File: src/rtl/stage_fetch_pkg.sv
// rtl/stage_fetch_pkg.sv - shared types and defaults for the fetch stage
package stage_fetch_pkg;

    typedef logic [31:0] word_t;

    localparam word_t PC_STEP_DEFAULT      = 32'd4;
    localparam word_t RESET_VECTOR_DEFAULT = 32'h0000_0000;

    // One instruction as presented to decode
    typedef struct packed {
        word_t pc;
        word_t ir;
        word_t pc_next;
    } fetch_entry_t;

    // Redirect targets are always word aligned
    function automatic word_t align_word(input word_t addr);
        return addr & ~word_t'(3);
    endfunction

endpackage

File: src/rtl/stage_fetch_buffer.sv
// rtl/stage_fetch_buffer.sv - two-entry in-order output register plus skid
module stage_fetch_buffer
    import stage_fetch_pkg::*;
(
    input  logic         clk_i,
    input  logic         reset_ni,
    input  logic         flush_i,
    input  logic         push_i,
    input  fetch_entry_t push_data_i,
    input  logic         pop_i,
    output logic         out_valid_o,
    output fetch_entry_t out_data_o,
    output logic         full_o,
    output logic         empty_o
);

    logic         r_out_valid;
    logic         r_skid_valid;
    fetch_entry_t r_out;
    fetch_entry_t r_skid;
    logic         w_out_free;

    // The output slot can take a new entry when empty or being consumed
    assign w_out_free = !r_out_valid || pop_i;

    // Skid always refills the output before a newer word so order is kept
    always_ff @(posedge clk_i or negedge reset_ni) begin
        if (!reset_ni) begin
            r_out_valid  <= 1'b0;
            r_skid_valid <= 1'b0;
            r_out        <= '0;
            r_skid       <= '0;
        end else if (flush_i) begin
            r_out_valid  <= 1'b0;
            r_skid_valid <= 1'b0;
        end else if (w_out_free) begin
            if (r_skid_valid) begin
                r_out        <= r_skid;
                r_out_valid  <= 1'b1;
                r_skid_valid <= push_i;
                if (push_i) begin
                    r_skid <= push_data_i;
                end
            end else begin
                r_out_valid <= push_i;
                if (push_i) begin
                    r_out <= push_data_i;
                end
            end
        end else if (push_i) begin
            r_skid       <= push_data_i;
            r_skid_valid <= 1'b1;
        end
    end

    assign out_valid_o = r_out_valid;
    assign out_data_o  = r_out;
    // The skid is only ever occupied behind a valid output entry
    assign full_o      = r_out_valid && r_skid_valid;
    assign empty_o     = !r_out_valid;

endmodule

File: src/rtl/stage_fetch.sv
// rtl/stage_fetch.sv - instruction fetch stage with credit-based issue
module stage_fetch
    import stage_fetch_pkg::*;
#(
    parameter word_t RESET_VECTOR = RESET_VECTOR_DEFAULT,
    parameter word_t PC_STEP      = PC_STEP_DEFAULT
) (
    input  logic        clk_i,
    input  logic        reset_ni,
    input  logic        halt_i,
    input  logic        jmp_valid_i,
    input  logic [31:0] jmp_addr_i,
    output logic        imem_req_o,
    output logic [31:0] imem_addr_o,
    input  logic [31:0] imem_data_i,
    output logic [31:0] fetch_pc_o,
    output logic [31:0] fetch_ir_o,
    output logic [31:0] fetch_pc_next_o,
    output logic        fetch_valid_o,
    input  logic        fetch_ready_i
);

    word_t        r_pc;
    word_t        r_inflight_pc;
    logic         r_inflight;
    logic         r_inflight_epoch;
    logic         r_epoch;

    logic         w_out_valid;
    fetch_entry_t w_out_data;
    logic         w_buf_full;
    logic         w_buf_empty;
    logic         w_transfer;
    logic [1:0]   w_occupancy;
    logic [1:0]   w_credits;
    logic         w_issue;
    logic         w_push;
    fetch_entry_t w_push_data;

    assign w_transfer  = w_out_valid && fetch_ready_i;

    // Every buffered or outstanding word holds one of the two credits
    assign w_occupancy = {1'b0, !w_buf_empty} + {1'b0, w_buf_full} + {1'b0, r_inflight};
    assign w_credits   = 2'd2 - w_occupancy;

    // A transfer this cycle frees a slot, so issue may reuse it at once
    assign w_issue     = reset_ni && !halt_i && !jmp_valid_i &&
                         ((w_credits != 2'd0) || w_transfer);

    // Responses issued under an older epoch are stale and dropped
    assign w_push      = r_inflight && (r_inflight_epoch == r_epoch);

    assign w_push_data.pc      = r_inflight_pc;
    assign w_push_data.ir      = imem_data_i;
    assign w_push_data.pc_next = r_inflight_pc + PC_STEP;

    // Program counter, epoch and the single outstanding-read tracker
    always_ff @(posedge clk_i or negedge reset_ni) begin
        if (!reset_ni) begin
            r_pc             <= RESET_VECTOR;
            r_epoch          <= 1'b0;
            r_inflight       <= 1'b0;
            r_inflight_epoch <= 1'b0;
            r_inflight_pc    <= RESET_VECTOR;
        end else begin
            r_inflight <= w_issue;
            if (w_issue) begin
                r_inflight_pc    <= r_pc;
                r_inflight_epoch <= r_epoch;
            end
            if (jmp_valid_i) begin
                r_pc    <= align_word(jmp_addr_i);
                r_epoch <= ~r_epoch;
            end else if (w_issue) begin
                r_pc <= r_pc + PC_STEP;
            end
        end
    end

    stage_fetch_buffer u_buffer (
        .clk_i       (clk_i),
        .reset_ni    (reset_ni),
        .flush_i     (jmp_valid_i),
        .push_i      (w_push),
        .push_data_i (w_push_data),
        .pop_i       (fetch_ready_i),
        .out_valid_o (w_out_valid),
        .out_data_o  (w_out_data),
        .full_o      (w_buf_full),
        .empty_o     (w_buf_empty)
    );

    assign imem_req_o      = w_issue;
    assign imem_addr_o     = r_pc;
    assign fetch_valid_o   = w_out_valid;
    assign fetch_pc_o      = w_out_data.pc;
    assign fetch_ir_o      = w_out_data.ir;
    assign fetch_pc_next_o = w_out_data.pc_next;

endmodule

File: config.mk
export PLATFORM = sky130hd
export DESIGN_NAME = stage_fetch
export DESIGN_NICKNAME = d
export VERILOG_FILES = /design/src/rtl/stage_fetch_pkg.sv /design/src/rtl/stage_fetch_buffer.sv /design/src/rtl/stage_fetch.sv
export SDC_FILE = /design/constraint.sdc
export NUM_CORES = 1
export LEC_CHECK = 0
export BUFFER_PORTS_ARGS = -buffer_cell sky130_fd_sc_hd__buf_2
export CAP_MARGIN = 20
export CORE_MARGIN = 8
export CORE_UTILIZATION = 50
export CTS_BUF_LIST = sky130_fd_sc_hd__clkbuf_4
export CTS_CLUSTER_DIAMETER = 80
export DETAILED_ROUTE_END_ITERATION = 8
export PLACE_DENSITY = 0.72
export SETUP_SLACK_MARGIN = 0.02
export SYNTH_ARGS = -nofsm -noshare
export SYNTH_HDL_FRONTEND = slang
export SYNTH_HIERARCHICAL = 1
export SYNTH_SLANG_ARGS = --single-unit
File: constraint.sdc
create_clock -name clk_i -period 5.03 [get_ports clk_i]
set_input_delay 0.503 -clock clk_i [delete_from_list [all_inputs] [get_ports clk_i]]
set_output_delay 0.503 -clock clk_i [all_outputs]
set_load 0.01 [all_outputs]
After elaboration in Yosys (flattened, before gate mapping)

Index checks and enable logic that the tools add are counted.

Add/subtract/negate cells: 5
Eq/ne operators: 2
Multiplexer cells: 14
Bitwise operators: 2
Reductions and logical operators: 18

Operator list:

| operator                                               | count |
|---|---|
| two-way mux 96 bit                                     | 5 |
| adder 32 x 3 -> 32 bit (second input constant)         | 2 |
| two-way mux 32 bit                                     | 2 |
| nonzero test 2 bit                                     | 4 |
| two-way mux 1 bit                                      | 7 |
| logical AND 1 bit                                      | 6 |
| zero test 1 bit                                        | 3 |
| AND reduction 3 bit                                    | 1 |
| nonzero test 3 bit                                     | 1 |
| adder 1 x 1 -> 2 bit                                   | 1 |
| adder 2 x 1 -> 2 bit                                   | 1 |
| logical OR 1 bit                                       | 2 |
| inequality test 2 x 1 -> 1 bit (second input constant) | 1 |
| NOT 1 bit                                              | 2 |
| AND reduction 2 bit                                    | 1 |
| subtractor 2 bit (first input constant)                | 1 |
| equality test 1 bit                                    | 1 |

Bits in registers: 261
Input bits: 69
Output and inout port bits: 130
Logic and storage cells: 54

Longest topological paths before layout

Depth in word-level cells: 9
Mapped depth: 13
Mapped depth without buffers: 9

Hierarchy

Netlist, hierarchy kept.

Modules (own cells, without submodules):

| module             | times used | cells each | area an instance (um^2) | seq. area each (um^2) |
|---|---|---|---|---|
| stage_fetch_buffer | 1          | 525        | 8,386.8                 | 4,854.7 |
| stage_fetch        | 1          | 394        | 3,836.2                 | 1,576.5 |

Worst setup path after synthesis

OpenSTA, ideal clock, no wires.

Path type: flip-flop to flip-flop
Start: register u_buffer.r_skid_valid
End: register r_inflight_pc[20]
Data arrival time: 2.771 ns
Slack: 2.135 ns
Cell stages (with the launch flop): 12
Path buffers: 4
Clock period less this slack: 2.895 ns
Cells stage by stage: dfrtp_1 buf_2 buf_6 buf_6 and2_1 ha_1 inv_1 ha_1 a21oi_1 a211oi_2 clkbuf_1 mux2_2

Cells in the longest elaborated chain, start to end: 7

Ends and longest elaborated chain:

| what                     | line                     | RTL |
|---|---|---|
| start: declaration       | stage_fetch_buffer.sv:18 | `logic r_skid_valid;` |
| start signal: assignment | stage_fetch_buffer.sv:40 | `r_skid_valid <= push_i;` |
| logical AND 1 bit        | stage_fetch_buffer.sv:59 | `assign full_o = r_out_valid && r_skid_valid;` |
| via w_buf_full           | stage_fetch.sv:31        | `logic w_buf_full;` |
| adder 1 x 1 -> 2 bit     | stage_fetch.sv:43        | `assign w_occupancy = {1'b0, !w_buf_empty} + {1'b0, w_buf_full} + {1'b0, r_inflight};` |
| adder 2 x 1 -> 2 bit     | stage_fetch.sv:43        |  |
| subtractor 2 bit         | stage_fetch.sv:44        | `assign w_credits = 2'd2 - w_occupancy;` |
| nonzero test 2 bit       | stage_fetch.sv:48        | `((w_credits != 2'd0) \|\| w_transfer);` |
| logical OR 1 bit         | stage_fetch.sv:48        |  |
| logical AND 1 bit        | stage_fetch.sv:47        | `assign w_issue = reset_ni && !halt_i && !jmp_valid_i &&` |
| via imem_req_o           | stage_fetch.sv:13        | `output logic imem_req_o,` |
| end signal: assignment   | stage_fetch.sv:68        | `r_inflight_pc <= r_pc;` |
| end: declaration         | stage_fetch.sv:24        | `word_t r_inflight_pc;` |

The timed path passes the listed nets, and every way through them passes these cells.
A chain may end at the register's enable or synchronous reset.

Worst setup path after layout

Start: register u_buffer.r_skid_valid
End: output imem_req_o

Cells in the longest elaborated chain, start to end: 7

Ends and longest elaborated chain:

| what                 | line |
|---|---|
| logical AND 1 bit    | stage_fetch_buffer.sv:59 |
| via w_buf_full       | stage_fetch.sv:31 |
| adder 1 x 1 -> 2 bit | stage_fetch.sv:43 |
| adder 2 x 1 -> 2 bit | stage_fetch.sv:43 |
| subtractor 2 bit     | stage_fetch.sv:44 |
| nonzero test 2 bit   | stage_fetch.sv:48 |
| logical OR 1 bit     | stage_fetch.sv:48 |
| logical AND 1 bit    | stage_fetch.sv:47 |
| end: declaration     | stage_fetch.sv:13 |

The timed path passes the listed nets, and every way through them passes these cells.

==> metrics <==
Max VDD drop=around 230 µV; Mapped Area=12,220 µm²; TritonCTS buffer count=71; dominant cells by area after synthesis=dfrtp_1 53%, mux2_2 26%, mux2_1 3.3%; share of power burned in combinational logic=0.253; Seq/Total Area, Yosys=0.5262; CP max FO=a little under 50; Starting Density=0.5056; sequential share of power=0.468; type of the worst setup path=reg -> out; Worst Path Arrival=around 3000 ps; top cell type's share of synthesized area=0.5262; via count=roughly 8,400; worst hold path class=in -> reg; Total Nets Final=about 1,200; vias per cell=about 5.5; Tot GR Track Use=0.1918; initial antenna violation count=1; slew margin rel.=0.3282; clock sink count=257; Mapped Cells=919; worst slew pin tran=about 1000 ps; die span in x=~170 µm; Core Rows=57; largest net degree at the start of global routing=113; Initial DRC Count=370; TritonCTS clock tree=yes; Final Setup Violations=0; endpoints failing hold=0; root buf cell=clkbuf_4; switching power=around 2000 µW; RSZ-0062 raised after global routing=no; Clock Skew=~23 ps; Filler cells=2,011; Top Ports=between 150 and 200; area grow syn2layout=16.51%; total of max-cap violations=0; Ys Warns=6; Max Fclk=about 0.28 GHz; htree depth=3; commonest non-fill, non-tap cell in the layout=mux2_2; Slew Viols, Final=0; CP Data Required Time=4530 ps; Net Sw Frac=0.3114; post-synthesis cell type count=57; Finished Core Util=0.5890; Static Leakage=0.006649 µW; Remaining Overflow, GRT=0; synthesized area per cell=~13 µm²; Pre-antenna DRT Iters=5; die footprint=29,700 µm²; most frequent cells in the layout=281 x mux2_2, 256 x dfrtp_1, 193 x buf_2; final worst path period need=around 3500 ps; vias in the first global route=~8,600; GPL Wtd Cong=0.8720; die span in y=~170 µm; first-pass GRT wire length=45,150 µm; setup TNS=0 ps; startpoint types=flop; pwr dens=~450 nW/µm²; Seq cells post-synth=between 200 and 300; Antenna Nets Post-Route=0; Core Area=24,180 µm²; mean routed wirelength per cell=around 19 µm; final wirelength=28,110 µm; ys flop type=dfrtp_1; outcome=completed; Post-synth EDFFs=0; biggest area consumer among synthesized cells=dfrtp_1; DPL Wire Length=18,620 µm; clock power share=0.279; clock buffer depth=3; layout cells sized above 1=0.5008; endpoint class of the critical path=output pin; Port Buffers=a little under 200; cell-internal power=4394 µW; Clock Pin Slew Worst Setup and Hold Paths=70 ps; final worst path period share=0.7007; worst skew pair latency=about 640 ps; DRC viols=0; ys async rst share=1.000
-- critical path, cell delays in order (launching register included) --
cell and delay, ps:
dfrtp_4 850, and2_1 230, ha_1 230, inv_1 60, ha_1 200, xnor2_1 170, a211oi_4 420, buf_2 220
-- kinds of logic (layout without fill, tap and decap cells) --
logic type | count (synthesis) | after routing | synth area share
other | 1 | 11 | 0.0003068
buffers and inverters | 64 | 330 | 0.03204
flip-flops | 257 | 257 | 0.5262
AO/OA/AOI/OAI | 71 | 71 | 0.04105
AND/OR/NAND/NOR | 167 | 167 | 0.07698
adder cells (fa/ha/maj) | 4 | 4 | 0.004095
XOR/XNOR | 37 | 37 | 0.02651
multiplexers | 318 | 318 | 0.2929
-- per-layer routing --
layer | track usage | routed length, µm | vias to the layer above
met5 | 0 | 0 | -
met2 | 0.2897 | 12500 | 310
met3 | 0.04886 | 2310 | 48
met4 | 0.08321 | 564 | 0
li1 | - | - | 3906
met1 | 0.2581 | 12730 | 4109
-- worst paths after layout --
check | slack, ps | cells after the start | to | from
setup / recovery | 1510 | 7 | imem_req_o | u_buffer/r_skid_valid
hold / removal | 80 | 3 | imem_addr_o[5] | jmp_addr_i[5]
setup reg to reg | 1620 | 8 | imem_addr_o[23] | u_buffer/r_skid_valid
hold reg to reg | 480 | 1 | u_buffer/out_data_o[46] | u_buffer/out_data_o[46]
max in group asynchronous | 2990 | 3 | u_buffer/r_skid[79] | reset_ni
min in group asynchronous | 520 | 2 | u_buffer/out_data_o[59] | reset_ni
-- stage by stage --
stage / area (µm²) / total power, µW / hold WS (ps) / worst slack [ps] / std cells
floorplan: 12260 / 3893 / 207.4 / 2135 / 928
global placement: 13380 / 4619 / 462.9 / 1672 / 1399
detailed placement: 13380 / 4677 / 469.4 / 1640 / 1399
CTS: 14230 / 6505 / 8.182 / 1398 / 1517
global route: 14240 / 6826 / 31.63 / 1267 / 1519
finish: 14240 / 6381 / 81.59 / 1506 / 1519
-- cell usage after synthesis (4+ instances only) --
cell type and n:
buf_4 7, nand2_1 24, ha_1 4, nor2b_1 8, clkbuf_1 12, o31ai_1 12, xnor2_1 24, nor4_1 4
inv_1 11, mux2_1 36, mux2_2 281, dfrtp_1 257, and2_1 4, or4_1 16, nand4_1 20, o31a_1 4
a221oi_1 4, or3_1 4, o21ai_0 16, and4_1 7, and3_1 9, nor2_1 29, a31oi_1 14, buf_6 10
nand3_1 26, buf_2 20, xor2_1 13
-- final cells by class --
class                   instances  area, µm²  area share
diodes                          1      2.502   0.0001757
clock buffers                 100      750.7     0.05271
clock inverters                17      91.34    0.006414
inverters                      11      41.29    0.002899
multi-input cells             607       5449      0.3826
flip-flops and latches        257       6435      0.4519
well taps                     324      405.4     0.02847
repair buffers                202       1066     0.07485
-- power by group through the flow --
stage | Sequential [µW] | Combinational, µW | Clock [µW]
finish | 2980 | 1620 | 1780
CTS | 2990 | 1650 | 1860
floorplan | 3120 | 775 | 0
detailed placement | 3030 | 1650 | 0
global route | 3070 | 1770 | 1990
global placement | 3000 | 1620 | 0
-- sequential cells by signal (all words and copies together), names as in the netlist --
name	flops
u_buffer/r_skid_valid	1
imem_addr_o	30
u_buffer/r_skid	96
r_inflight_epoch	1
r_inflight	1
r_inflight_pc	30
r_epoch	1
u_buffer/out_valid_o	1
u_buffer/out_data_o	96
-- what timing repair did --
| item | CTS | global route |
|---|---|---|
| endpoints found under the setup margin | 0 | 0 |
| hold buffers | 1 | 0 |
| gates resized for setup | 0 | 0 |
| hold endpoints to repair | 108 | 0 |
| setup buffers | 0 | 0 |
No activity file was read; power rests on OpenSTA's default activity.
